`src/rtl/systolic_feeder_if.sv`:
```
// Weight-row and input-vector handshakes between the unified buffer read port and the feeder.
// master = producer of rows/vectors, slave = systolic_feeder.
interface systolic_feeder_if #(
  parameter int unsigned SYSTOLIC_ARRAY_WIDTH = 16,
  parameter int unsigned DATA_WIDTH_IN        = 8
);
  localparam int unsigned W  = SYSTOLIC_ARRAY_WIDTH;
  localparam int unsigned DW = DATA_WIDTH_IN;

  logic                 w_valid_in;
  logic                 w_ready_out;
  logic [W-1:0][DW-1:0] w_row_in;
  logic                 x_valid_in;
  logic                 x_ready_out;
  logic [W-1:0][DW-1:0] x_vec_in;
  logic                 x_last_in;

  modport master (
    output w_valid_in, w_row_in, x_valid_in, x_vec_in, x_last_in,
    input  w_ready_out, x_ready_out
  );

  modport slave (
    input  w_valid_in, w_row_in, x_valid_in, x_vec_in, x_last_in,
    output w_ready_out, x_ready_out
  );
endinterface

```
`src/rtl/systolic_feeder.sv`:
```
// Drives a WxW systolic array: row-tagged weight tile on the A-flow, then skewed input vectors
// on the B-flow. Optional macro SYSTOLIC_FEEDER_ZERO_GATE_EN zeroes unqualified data/weights.
module systolic_feeder #(
  parameter int unsigned SYSTOLIC_ARRAY_WIDTH = 16,
  parameter int unsigned DATA_WIDTH_IN        = 8,
  localparam int unsigned W  = SYSTOLIC_ARRAY_WIDTH,
  localparam int unsigned DW = DATA_WIDTH_IN,
  localparam int unsigned IW = $clog2(W),
  localparam int unsigned CW = $clog2(W + 1)
) (
  input  logic                 clk,
  input  logic                 rst_n,
  input  logic                 cfg_start_in,
  input  logic [CW-1:0]        cfg_col_size_in,
  output logic                 busy_out,
  output logic                 done_out,
  systolic_feeder_if.slave     in_if,
  output logic [W-1:0][DW-1:0] sys_weight_out,
  output logic [W-1:0][IW-1:0] sys_index_out,
  output logic [W-1:0]         sys_accept_w_out,
  output logic [W-1:0][DW-1:0] sys_data_out,
  output logic [W-1:0]         sys_valid_out,
  output logic [W-1:0]         sys_switch_out,
  output logic [CW-1:0]        sys_col_size_out,
  output logic                 sys_col_size_valid_out
);

  typedef enum logic [2:0] {
    StIdle, StLoadW, StDrainW, StSwitch, StStream, StFlush
  } state_e;

  localparam logic [IW-1:0] CntMax = IW'(W - 1);

  state_e               state_q, state_d;
  logic [IW-1:0]        cnt_q, cnt_d;
  logic                 done_q, done_d;
  logic                 col_valid_q, col_valid_d;
  logic [CW-1:0]        col_size_q, col_size_d;
  logic                 cnt_last;
  logic                 w_xfer;
  logic                 x_xfer;
  logic                 inj_switch;

  logic [W-1:0][DW-1:0] weight_q;
  logic [W-1:0][IW-1:0] index_q;
  logic                 accept_q;

  assign in_if.w_ready_out = (state_q == StLoadW);
  assign in_if.x_ready_out = (state_q == StStream);
  assign w_xfer            = in_if.w_valid_in & in_if.w_ready_out;
  assign x_xfer            = in_if.x_valid_in & in_if.x_ready_out;
  assign cnt_last          = (cnt_q == CntMax);
  assign inj_switch        = (state_q == StSwitch);

  always_comb begin
    state_d     = state_q;
    cnt_d       = cnt_q;
    done_d      = 1'b0;
    col_valid_d = 1'b0;
    col_size_d  = col_size_q;
    unique case (state_q)
      StIdle: begin
        if (cfg_start_in) begin
          state_d     = StLoadW;
          cnt_d       = '0;
          col_valid_d = 1'b1;
          col_size_d  = (cfg_col_size_in > CW'(W)) ? CW'(W) : cfg_col_size_in;
        end
      end
      StLoadW: begin
        if (w_xfer) begin
          cnt_d = cnt_q + IW'(1);
          if (cnt_last) begin
            state_d = StDrainW;
            cnt_d   = '0;
          end
        end
      end
      StDrainW: begin
        // W idle cycles let the row W-1 weight settle before switch reaches that row.
        cnt_d = cnt_q + IW'(1);
        if (cnt_last) begin
          state_d = StSwitch;
          cnt_d   = '0;
        end
      end
      StSwitch: state_d = StStream;
      StStream: begin
        if (x_xfer && in_if.x_last_in) begin
          state_d = StFlush;
          cnt_d   = '0;
        end
      end
      StFlush: begin
        cnt_d = cnt_q + IW'(1);
        if (cnt_last) begin
          state_d = StIdle;
          cnt_d   = '0;
          done_d  = 1'b1;
        end
      end
      default: state_d = StIdle;
    endcase
  end

  always_ff @(posedge clk or negedge rst_n) begin
    if (!rst_n) begin
      state_q     <= StIdle;
      cnt_q       <= '0;
      done_q      <= 1'b0;
      col_valid_q <= 1'b0;
      col_size_q  <= '0;
    end else begin
      state_q     <= state_d;
      cnt_q       <= cnt_d;
      done_q      <= done_d;
      col_valid_q <= col_valid_d;
      col_size_q  <= col_size_d;
    end
  end

  // Weights go to every column in the same cycle; only accept_w marks a fresh word.
  always_ff @(posedge clk or negedge rst_n) begin
    if (!rst_n) begin
      weight_q <= '0;
      index_q  <= '0;
      accept_q <= 1'b0;
    end else begin
      accept_q <= w_xfer;
      if (w_xfer) begin
        weight_q <= in_if.w_row_in;
        index_q  <= {W{cnt_q}};
      end
    end
  end

  assign sys_index_out    = index_q;
  assign sys_accept_w_out = {W{accept_q}};
`ifdef SYSTOLIC_FEEDER_ZERO_GATE_EN
  assign sys_weight_out   = accept_q ? weight_q : '0;
`else
  assign sys_weight_out   = weight_q;
`endif

  // Row i sits behind i+1 registers; stage 0 data only reloads on a transfer so bubbles hold it.
  for (genvar i = 0; i < W; i++) begin : g_row
    localparam int unsigned Depth = i + 1;
    logic [Depth-1:0] valid_q;
    logic [Depth-1:0] switch_q;
    logic [DW-1:0]    data_q [Depth];

    always_ff @(posedge clk or negedge rst_n) begin
      if (!rst_n) begin
        valid_q  <= '0;
        switch_q <= '0;
        for (int s = 0; s < Depth; s++) data_q[s] <= '0;
      end else begin
        valid_q[0]  <= x_xfer;
        switch_q[0] <= inj_switch;
        if (x_xfer) data_q[0] <= in_if.x_vec_in[i];
        for (int s = 1; s < Depth; s++) begin
          valid_q[s]  <= valid_q[s-1];
          switch_q[s] <= switch_q[s-1];
          data_q[s]   <= data_q[s-1];
        end
      end
    end

    assign sys_valid_out[i]  = valid_q[Depth-1];
    assign sys_switch_out[i] = switch_q[Depth-1];
`ifdef SYSTOLIC_FEEDER_ZERO_GATE_EN
    assign sys_data_out[i]   = valid_q[Depth-1] ? data_q[Depth-1] : '0;
`else
    assign sys_data_out[i]   = data_q[Depth-1];
`endif
  end

  assign busy_out               = (state_q != StIdle);
  assign done_out               = done_q;
  assign sys_col_size_out       = col_size_q;
  assign sys_col_size_valid_out = col_valid_q;

endmodule

```
`src/flat_wrapper.sv`:
```
// flat-port wrapper written by rule: the top's interface ports become plain ports
module systolic_feeder_flat 
#(
  parameter int unsigned SYSTOLIC_ARRAY_WIDTH = 16,
  parameter int unsigned DATA_WIDTH_IN        = 8,
  localparam int unsigned W  = SYSTOLIC_ARRAY_WIDTH,
  localparam int unsigned DW = DATA_WIDTH_IN,
  localparam int unsigned IW = $clog2(W),
  localparam int unsigned CW = $clog2(W + 1)
)
  (clk, rst_n, cfg_start_in, cfg_col_size_in, busy_out, done_out, sys_weight_out, sys_index_out, sys_accept_w_out, sys_data_out, sys_valid_out, sys_switch_out, sys_col_size_out, sys_col_size_valid_out, in_if_w_valid_in, in_if_w_row_in, in_if_x_valid_in, in_if_x_vec_in, in_if_x_last_in, in_if_w_ready_out, in_if_x_ready_out);
  systolic_feeder_if #(.SYSTOLIC_ARRAY_WIDTH(SYSTOLIC_ARRAY_WIDTH), .DATA_WIDTH_IN(DATA_WIDTH_IN)) in_if_i ();
  input  logic clk;
  input  logic rst_n;
  input  logic cfg_start_in;
  input  logic [CW-1:0] cfg_col_size_in;
  output logic busy_out;
  output logic done_out;
  output logic [W-1:0][DW-1:0] sys_weight_out;
  output logic [W-1:0][IW-1:0] sys_index_out;
  output logic [W-1:0] sys_accept_w_out;
  output logic [W-1:0][DW-1:0] sys_data_out;
  output logic [W-1:0] sys_valid_out;
  output logic [W-1:0] sys_switch_out;
  output logic [CW-1:0] sys_col_size_out;
  output logic sys_col_size_valid_out;
  input wire logic [$bits(in_if_i.w_valid_in)-1:0] in_if_w_valid_in;
  input wire logic [$bits(in_if_i.w_row_in)-1:0] in_if_w_row_in;
  input wire logic [$bits(in_if_i.x_valid_in)-1:0] in_if_x_valid_in;
  input wire logic [$bits(in_if_i.x_vec_in)-1:0] in_if_x_vec_in;
  input wire logic [$bits(in_if_i.x_last_in)-1:0] in_if_x_last_in;
  output wire logic [$bits(in_if_i.w_ready_out)-1:0] in_if_w_ready_out;
  output wire logic [$bits(in_if_i.x_ready_out)-1:0] in_if_x_ready_out;
  assign in_if_i.w_valid_in = in_if_w_valid_in;
  assign in_if_i.w_row_in = in_if_w_row_in;
  assign in_if_i.x_valid_in = in_if_x_valid_in;
  assign in_if_i.x_vec_in = in_if_x_vec_in;
  assign in_if_i.x_last_in = in_if_x_last_in;
  assign in_if_w_ready_out = in_if_i.w_ready_out;
  assign in_if_x_ready_out = in_if_i.x_ready_out;
  systolic_feeder #(.SYSTOLIC_ARRAY_WIDTH(SYSTOLIC_ARRAY_WIDTH), .DATA_WIDTH_IN(DATA_WIDTH_IN)) u_core (.clk(clk), .rst_n(rst_n), .cfg_start_in(cfg_start_in), .cfg_col_size_in(cfg_col_size_in), .busy_out(busy_out), .done_out(done_out), .in_if(in_if_i), .sys_weight_out(sys_weight_out), .sys_index_out(sys_index_out), .sys_accept_w_out(sys_accept_w_out), .sys_data_out(sys_data_out), .sys_valid_out(sys_valid_out), .sys_switch_out(sys_switch_out), .sys_col_size_out(sys_col_size_out), .sys_col_size_valid_out(sys_col_size_valid_out));
endmodule
```
`config.mk`:
```
export PLATFORM = sky130hd
export DESIGN_NAME = systolic_feeder_flat
export DESIGN_NICKNAME = d
export VERILOG_FILES = /design/src/rtl/systolic_feeder_if.sv /design/src/rtl/systolic_feeder.sv /design/src/flat_wrapper.sv
export SDC_FILE = /design/constraint.sdc
export NUM_CORES = 1
export LEC_CHECK = 0
export BUFFER_PORTS_ARGS = -buffer_cell sky130_fd_sc_hd__buf_4
export CORE_UTILIZATION = 24
export CTS_CLUSTER_SIZE = 28
export DETAILED_ROUTE_END_ITERATION = 7
export PLACE_DENSITY = 0.39
export SLEW_MARGIN = 10
export SYNTH_ARGS = -nofsm -noshare
export SYNTH_HDL_FRONTEND = slang
export SYNTH_SLANG_ARGS = --single-unit
```
`constraint.sdc`:
```
create_clock -name clk -period 1.7 [get_ports clk]
set_input_delay 0.255 -clock clk [delete_from_list [all_inputs] [get_ports clk]]
set_output_delay 0.255 -clock clk [all_outputs]
set_load 0.02 [all_outputs]
```
* After elaboration in Yosys (flattened, before gate mapping)
Cells that the tools add are included.
** Storage, ports and cells
- Flip-flop bits (word level) :: 1507
- Latch bits :: 0
- RAM bits :: 0
- Memory bits (read-only) :: 0
- Bits of input ports :: 267
- Output and inout port bits :: 378
- Logic and storage cells :: 232
- Memories :: 0
** Operators by class
- $add $sub $neg :: 1
- Multipliers :: 0
- Div/mod/pow operators :: 0
- $lt $le $gt $ge :: 1
- Equality and inequality tests :: 12
- Shift operators :: 0
- Multiplexer cells :: 17
- Bitwise operators :: 2
- Reductions and logical operators :: 8
** Operators with widths (number)
- $mux W3 :: 6
- $pmux W3 S6 :: 1
- $mux W4 :: 4
- $pmux W4 S4 :: 1
- $ne A2 B2 Y1 const B :: 4
- $eq A3 B2 Y1 const B :: 2
- $eq A3 B3 Y1 const B :: 2
- $reduce_and A6 Y1 :: 1
- $gt A5 B5 Y1 const B :: 1
- $mux W5 :: 1
- $add A4 B1 Y4 const B :: 1
- $eq A4 B4 Y1 const B :: 1
- $mux W1 :: 4
- $ne A2 B1 Y1 const B :: 2
- $reduce_and A4 Y1 :: 1
- $reduce_bool A4 Y1 :: 1
- $eq A3 B1 Y1 const B :: 1
- $logic_not A3 Y1 :: 1
- $reduce_bool A3 Y1 :: 1
- $and A1 B1 Y1 :: 2
- $reduce_and A2 Y1 :: 1
- $reduce_or A2 Y1 :: 1
- $logic_and A1 B1 Y1 :: 1

* Longest topological paths before layout
Gate-level depths: netlist of the first run.
- Word-level depth :: 5
- Gate-level depth with buffers :: 8

* Least setup slack after synthesis of the first run
OpenSTA, ideal clock, no wires.
- Path kind :: register -> register
- Start :: reg u_core.state_q[1]
- End :: reg u_core.weight_q (netlist bit u_core.sys_weight_out[0])
- Data arrival time :: 1725 ps
- Setup slack :: -150 ps
- Cell stages (with the launch flop) :: 9
- Path buffers :: 4
- Period minus slack after synthesis :: 1850 ps
- Cell sequence :: dfrtp_1 buf_6 nand2b_4 nor2_2 and2_4 buf_6 buf_12 buf_12 mux2_4
** On the way
- Word-level cells in the longest chain between the ends :: 2
** RTL lines
- start: declaration :: line systolic_feeder.sv:34 : state_e state_q, state_d;
- start signal: assignment :: line systolic_feeder.sv:108 : state_q <= StIdle;
- start signal: assignment :: line systolic_feeder.sv:114 : state_q <= state_d;
- $eq A3 B1 Y1 :: line systolic_feeder.sv:48 : assign in_if.w_ready_out = (state_q == StLoadW);
- via in_if_w_ready_out :: line flat_wrapper.sv:32 : output wire logic [$bits(in_if_i.w_ready_out)-1:0] in_if_w_ready_out;
- $and A1 B1 Y1 :: line systolic_feeder.sv:50 : assign w_xfer = in_if.w_valid_in & in_if.w_ready_out;
- end signal: assignment :: line systolic_feeder.sv:131 : weight_q <= in_if.w_row_in;
- end: declaration :: line systolic_feeder.sv:44 : logic [W-1:0][DW-1:0] weight_q;
The timed path passes the listed nets, and every way through them passes these cells.
A chain may end at the register's enable or synchronous reset.

* Worst setup path after layout of the first run
- Start :: reg u_core.state_q[1]
- End :: out busy_out
** On the way
- Word-level cells in the longest chain between the ends :: 1
** RTL lines
- $reduce_bool A3 Y1 :: line systolic_feeder.sv:178 : assign busy_out = (state_q != StIdle);
- end: declaration :: line flat_wrapper.sv:17 : output logic busy_out;
Every way passes these cells.

==> impl_results.md, run 1 <==
* I/O pins at 645
* Crit Path Max Fanout at 3
* Hold slack at 0.05755 ns
* Chip height at 395.4 um
* Vias in the first global route at 19952
* CTS tree: done
* Non-Filler Instances at 4920
* Placed Cells at 4340
* FMAX at 0.4830 GHz
* Leak at 24.94 nW
* Crit end category: output port
* WS Path Type: flip-flop to output port
* Grt total ovfl at 0
* Final setup margin at -0.3704 ns
* Area of the multi-input gates at 4290 um2
* Avg Cell Area, Syn at 20.38 um2
* Critical path data required time at 1.44 ns
* Most instantiated cells after synthesis: dfrtp_1 (1267), buf_4 (206), mux2_2 (192)
* Initial Utilization at 24.31%
* # nets final at 3045
* Post-route setup TNS at -30.57 ns
* Clk slew on worst S/H paths at 0.06 ns
* Clock sinks at 1267
* Synth top area share at 85.37%
* HPWL Detailed at 46960 um
* Die Width at 395.4 um
* Syn_nets at 2090
* CTS root buffer: clkbuf_16
* Cts bufs inserted at 140
* H-tree depth at 4
* Core ar. at 152800 um2
* PwrDens at 1985 nW/um2
* Worst R2R Start: u_core.state_q[1]$_DFFE_PN0P_
* Peak supply drop at 0.001161 V
* Final Max Tran Viols at 0
* Main synth FF type: dfrtp_1
* Vias per cell at 3.556
* First-pass GRT wire length at 118900 um
* Fillcell total at 14465
* Asr flop ratio synth at 100.0%
* Worst Path Arrival at 1.82 ns
* Clock buffer depth at 3
* DRC viols at 0
* RSZ-0062 raised after global routing: yes
* FF/Latch Area at 31720 um2
* Proportion of layout cells with a drive suffix above 1 at 44.22%
* Worst Skew at 0.04207 ns
* Clk_lat worst skew at 0.76 ns
* Seq/Total Area, Yosys at 85.37%
* Final ANT Viol Nets at 0
* Crit path time final at 2.070 ns
* GPL Wtd Cong at 0.7943
* Outcome: finished, violations left
* Synthesized cell area at 37140 um2
* Top cell type by total area after synthesis: dfrtp_1
* Routed wire per std cell at 16.17 um
* R2r endpoint: u_core.sys_weight_out[49]$_DFFE_PN0P_
* Area Growth Syn to Fin at 44.08%
* Total track usage at 9.913%
* Slew @ Worst Pin at 0.5863 ns
* Failing checks: negative setup slack
* Initial antenna violation count at 13
* Critical path's largest stage delay at 0.43 ns
* Via count at 17494
* Worst R2R Setup Slack at -0.21 ns
* Most common cell in the netlist: dfrtp_1
* Total iterations of the first detailed-routing run at 4
* Rel. slew slack at 60.91%
* Ys Warns at 0
* DRT iter0 DRCs at 706
* PortBufs at 644
* Critical Path Sink: busy_out
* Crit start category: flip-flop
* R2R depth at 8
* Final Hold Viols at 0
* Die Area at 156300 um2
* Max Cap Viol at 0
* Worst path slowest cell: dfrtp_1
* Routed wire length at 79570 um
* Synth unique cells at 36
* Placement Rows at 143
* Setup-failing EPs final at 327
* Pin count of the biggest net entering global routing at 114
* Worst Hold Class: primary input to asynchronous set/reset pin
* Area contributors post-synth: dfrtp_1 (85%), mux2_2 (5.8%), buf_4 (4.2%)
* Yosys reg bits at 1267
* CP Launch Point: u_core.state_q[1]$_DFFE_PN0P_
* Number of synthesized flops with an enable pin at 0
* Final period utilization at 121.8%
* Post-synthesis cell count at 1822
* Worst-path cell chain: buf_6 > or3_4 > buf_8
==> worst min-delay path by stage <==
stage / startpoint / to / slack (ns) / cells after the start
after floorplan: rst_n / u_core.accept_q$_DFF_PN0_ / -0.04 / 0
after global placement: rst_n / u_core.sys_data_out[70]$_DFF_PN0_ / 0.17 / 1
after global routing: rst_n / u_core.g_row[7].data_q[52]$_DFF_PN0_ / 0.04 / 2
final: rst_n / u_core.g_row[8].data_q[11]$_DFF_PN0_ / 0.06 / 2
after detailed placement: rst_n / u_core.sys_data_out[67]$_DFF_PN0_ / 0.17 / 1
after CTS: in_if_w_row_in[31] / u_core.sys_weight_out[31]$_DFFE_PN0P_ / 0.16 / 3
==> where the power goes <==
part           switching [mW]  leakage (nW)  internal [mW]
logic                    11.9          7.49           13.4
registers                5.02          15.1           45.0
clock network            12.2          2.35           18.6
total                    29.2          24.9           77.0
==> area by class of cell <==
class,count,share of cell area (%)
antenna,7,0.03273
clock buffer,199,7.503
clock inverter,49,1.494
inverter,6,0.04209
multi-input combinational,318,8.017
sequential,1267,59.28
tap,2030,4.746
timing repair buffer,1044,18.89
==> flip-flops by register name, summed over array words and instances, names as in the netlist <==
name / flops
u_core.g_row.switch_q: 16
u_core.sys_col_size_out: 5
u_core.sys_weight_out: 128
u_core.sys_index_out: 4
u_core.state_q: 3
u_core.sys_data_out: 120
u_core.g_row.valid_q: 16
u_core.accept_q: 1
u_core.g_row.data_q: 968
u_core.cnt_q: 4
u_core.done_out: 1
u_core.sys_col_size_valid_out: 1
==> timing repair <==
| item | 4_1_cts | 5_1_grt |
|---|---|---|
| buffers inserted | 27 | 12 |
| gates cloned | 12 | 15 |
| setup endpoints to repair | 279 | 365 |
| pin swaps | 1 | 3 |
| resized for setup | 139 | 262 |
| hold buffers | 268 | 0 |
| endpoints found under the hold margin | 1534 | 0 |
==> metal layers <==
| layer | track usage (%) | vias up | part of all wire (%) |
|---|---|---|---|
| met5 | 0 | - | 0.044 |
| met4 | 4.909 | 8 | 3.5 |
| met3 | 3.518 | 195 | 6.8 |
| met2 | 16.24 | 567 | 49 |
| met1 | 11.46 | 9058 | 40 |
| li1 | - | 7666 | - |
==> cell usage in the layout (no fill, tap or decap), types with 5 or more instances in the layout <==
cell,synthesis,routed
clkbuf_8,0,29
buf_12,8,53
dfrtp_1,1267,1260
o21ai_0,7,7
nand3_1,6,6
clkinv_2,0,13
nand2_1,8,8
bufinv_16,0,13
buf_16,0,12
inv_16,0,5
clkbuf_16,0,153
buf_8,0,31
inv_1,6,6
clkbuf_1,1,30
diode_2,0,7
dlygate4sd3_1,0,267
buf_4,206,605
buf_6,13,63
mux2_4,69,260
==> through the flow <==
stage	cell area [um2]	worst slack (ns)	utilization, %	power (mW)
final	53510	-0.3704	35.02	106.2
after global routing	53510	-0.4609	35.02	111.7
after global placement	43620	-0.06249	28.55	70.36
after detailed placement	43620	-0.06681	28.55	70.99
after CTS	52210	-0.4506	34.17	105.8
after floorplan	37150	-0.06660	-	62.81
==> cells by family (layout without fill, tap and decap cells) <==
family / Yosys count / in the layout / synth area share (%)
muxes: 262 / 262 / 8.638
AOI/OAI and AO/OA: 21 / 21 / 0.3571
buffers and inverters: 237 / 1298 / 5.100
DFF: 1267 / 1267 / 85.37
and+or+nand+nor: 34 / 34 / 0.5053
other: 0 / 7 / 0
adders and majority gates: 1 / 1 / 0.03368
==> worst max-delay path, delay by kind of cell, from the launching register on <==
kind | cells | cell delay, ns
buffers and inverters | 2 | 0.29
flip-flops | 1 | 0.43
AND/OR/NAND/NOR | 1 | 0.33
Power figures use the tool's default switching activity.
==> run 2, diff against run 1 <==
PLACE_DENSITY = 0.45   (was 0.39)
==> run 2 against run 1 <==
Compared with the run above: the flow still finishes with violations (negative setup slack); register-to-register slack improved by 0.16 ns; clock skew fell by 0.0064 ns; sequential share of layout area rose by 1.7 points; largest cell class unchanged; largest power group unchanged.
==> impl_results.md, run 2 (synthesis gave the netlist of run 1 again) <==
* PwrDens at 1971 nW/um2 (-0.70%)
* Worst Skew at 0.03565 ns (-0.006418 ns)
* FMAX at 0.4879 GHz (+1.0%)
* Outcome: finished, violations left
* P_int at 74.09 mW (-3.8%)
* Routed wire per std cell at 15.28 um (-5.5%)
* Sw Share at 27.70% (+0.23 points)
* Clock buffer depth at 3 (unchanged)
* Via count at 17293 (-1.1%)
* Worst path slowest cell: dfrtp_1
* Slew @ Worst Pin at 0.4847 ns (-0.1016 ns)
* Crit end category: output port
* Die Area at 156300 um2 (unchanged)
* I/O pins at 645 (unchanged)
* Cell mode on critical path: buf_6
* Clk_lat worst skew at 0.75 ns (about the same)
* DRC viols at 0 (unchanged)
* Hold path depth at 5
* Final Max Tran Viols at 0 (unchanged)
* Core ar. at 152800 um2 (unchanged)
* Leak at 24.00 nW (-3.8%)
* Worst-path cell chain: buf_6 > or3_4 > buf_6
* Cell family with most CP delay: flip-flops
* Most common cell after layout, fill and taps aside: dfrtp_1
* DRT iter0 DRCs at 596 (-16%)
* Max Cap Viol at 0 (unchanged)
* HPWL Detailed at 48710 um (+3.7%)
* Setup WS pre-CTS at -0.04935 ns (+0.01746 ns)
* Total iterations of the first detailed-routing run at 4 (unchanged)
* Vias in the first global route at 19687 (-1.3%)
* Crit path time final at 2.049 ns (-0.02103 ns)
* Largest register FFs at 968 (unchanged)
* Failing checks: negative setup slack
* Routed wire length at 74780 um (-6.0%)
* Die Width at 395.4 um (unchanged)
* Chip height at 395.4 um (unchanged)
* Final Hold Viols at 0 (unchanged)
* Pin count of the biggest net entering global routing at 97 (-15%)
* Initial antenna violation count at 14 (+1)
* WS Path Type: flip-flop to output port
* Proportion of layout cells with a drive suffix above 1 at 43.95% (-0.28 points)
* Fillcell total at 14574 (+0.75%)
* Vias per cell at 3.533 (-0.64%)
* RSZ-0062 raised after global routing: yes
* Gate power share at 22.5% (-1.3 points)
* First-pass GRT wire length at 114700 um (-3.5%)
* CTS root buffer: clkbuf_16
* Crit start category: flip-flop
* CTS tree: done
* Final setup margin at -0.3494 ns (+0.02103 ns)
* Clock Power Share at 28.7% (-0.4 points)
* Setup-failing EPs final at 126 (-61%)
* Peak supply drop at 0.001026 V (-12%)
* Worst Hold Class: primary input to flip-flop
* Placement Rows at 143 (unchanged)
* # nets final at 3020 (-0.82%)
* Post-route setup TNS at -6.393 ns (+24.18 ns)
* Clock sinks at 1267 (unchanged)
* Total track usage at 9.513% (-0.40 points)
* Sequential power share at 48.8% (+1.7 points)
* Critical path data required time at 1.44 ns (about the same)
* Clk slew on worst S/H paths at 0.05 ns (about the same)
* Final period utilization at 120.6% (-1.2 points)
* PortBufs at 644 (unchanged)
* Largest register by flop count: u_core.g_row.data_q
* Dpl cell area at 43660 um2 (about the same)
* Grt total ovfl at 0 (unchanged)
* Area Growth Syn to Fin at 40.01%
* Most frequent cells in the layout: dfrtp_1 (1259), buf_4 (623), dlygate4sd3_1 (266)
* Design Area, Final at 52000 um2 (-2.8%)
* Crit Path Max Fanout at 3 (unchanged)
* GPL Wtd Cong at 0.7822 (-1.5%)
* R2R depth at 8 (unchanged)
* Rel. slew slack at 67.69% (+6.8 points)
* Critical path's largest stage delay at 0.41 ns (-0.02 ns)
* Final ANT Viol Nets at 0 (unchanged)
* WP depth at 3 (unchanged)
* P_sw at 28.39 mW (-2.7%)
* H-tree depth at 4 (unchanged)
* Tot Pwr at 102.5 mW (-3.5%)
* Worst Path Buf+Inv at 2 (unchanged)
* Cts bufs inserted at 136 (-2.9%)
* Hold slack at 0.09368 ns (+0.03613 ns)
* Worst Path Arrival at 1.79 ns (-0.03 ns)
* Initial Utilization at 24.31% (unchanged)
==> run 2: worst paths after layout <==
kind / start / slack [ns] / end
setup / recovery: u_core.state_q[0]$_DFFE_PN0P_ / -0.35 / busy_out
hold / removal: in_if_x_last_in / 0.09 / u_core.state_q[0]$_DFFE_PN0P_
setup reg to reg: u_core.state_q[0]$_DFFE_PN0P_ / -0.05 / u_core.sys_weight_out[95]$_DFFE_PN0P_
hold reg to reg: u_core.g_row[5].data_q[24]$_DFF_PN0_ / 0.32 / u_core.g_row[5].data_q[16]$_DFF_PN0_
max in group asynchronous: rst_n / 0.69 / u_core.g_row[11].data_q[48]$_DFF_PN0_
min in group asynchronous: rst_n / 0.14 / u_core.g_row[11].data_q[87]$_DFF_PN0_
==> run 2: tightest hold or removal path: stages <==
cell and delay [ns]:
buf_4 0.11, nand2_1 0.07, a21oi_1 0.07, o22ai_1 0.15, o22ai_1 0.10
==> run 2: power by group through the flow <==
stage               Combinational (mW)  Sequential (mW)  Clock (mW)
finish                            23.1             50.1        29.4
global route                      24.3             51.8        31.9
CTS                               22.4             50.4        30.6
detailed placement                20.2             51.0           0
global placement                  19.8             50.5           0
floorplan                         11.8             51.0           0
==> run 2: timing repair <==
action                                  CTS  global route
resized for setup                       126            35
gates cloned                              3            10
hold buffers                            266             0
setup endpoints to repair               113           223
pin swaps                                 2             7
endpoints found under the hold margin  1407             0
buffers inserted                         12             9
==> run 2: per-layer routing <==
metal / wire, um / share of wire, % / vias up / GRT usage, %
li1: - / - / 7612 / -
met5: 27 / 0.036 / - / 0
met2: 36110 / 48 / 545 / 15.16
met3: 5019 / 6.7 / 178 / 3.242
met1: 30470 / 41 / 8954 / 11.43
met4: 3156 / 4.2 / 4 / 4.799
==> run 2: area by class of cell <==
cell class	count	area (um2)	share of cell area, %
Inverter	6	22.52	0.04331
Sequential cell	1267	31720	61.00
Timing Repair Buffer	1023	9503	18.27
Clock inverter	48	655.6	1.261
Multi-Input combinational cell	318	3593	6.910
Tap cell	2030	2540	4.884
Clock buffer	196	3949	7.594
Antenna cell	7	17.52	0.03369
==> run 2: per-stage QoR <==
stage          util, %  cells
6_report         34.03   4895
5_1_grt          34.03   4895
3_3_place_gp     28.57   4346
4_1_cts          33.74   4871
2_1_floorplan        -   1822
3_5_place_dp     28.57   4346
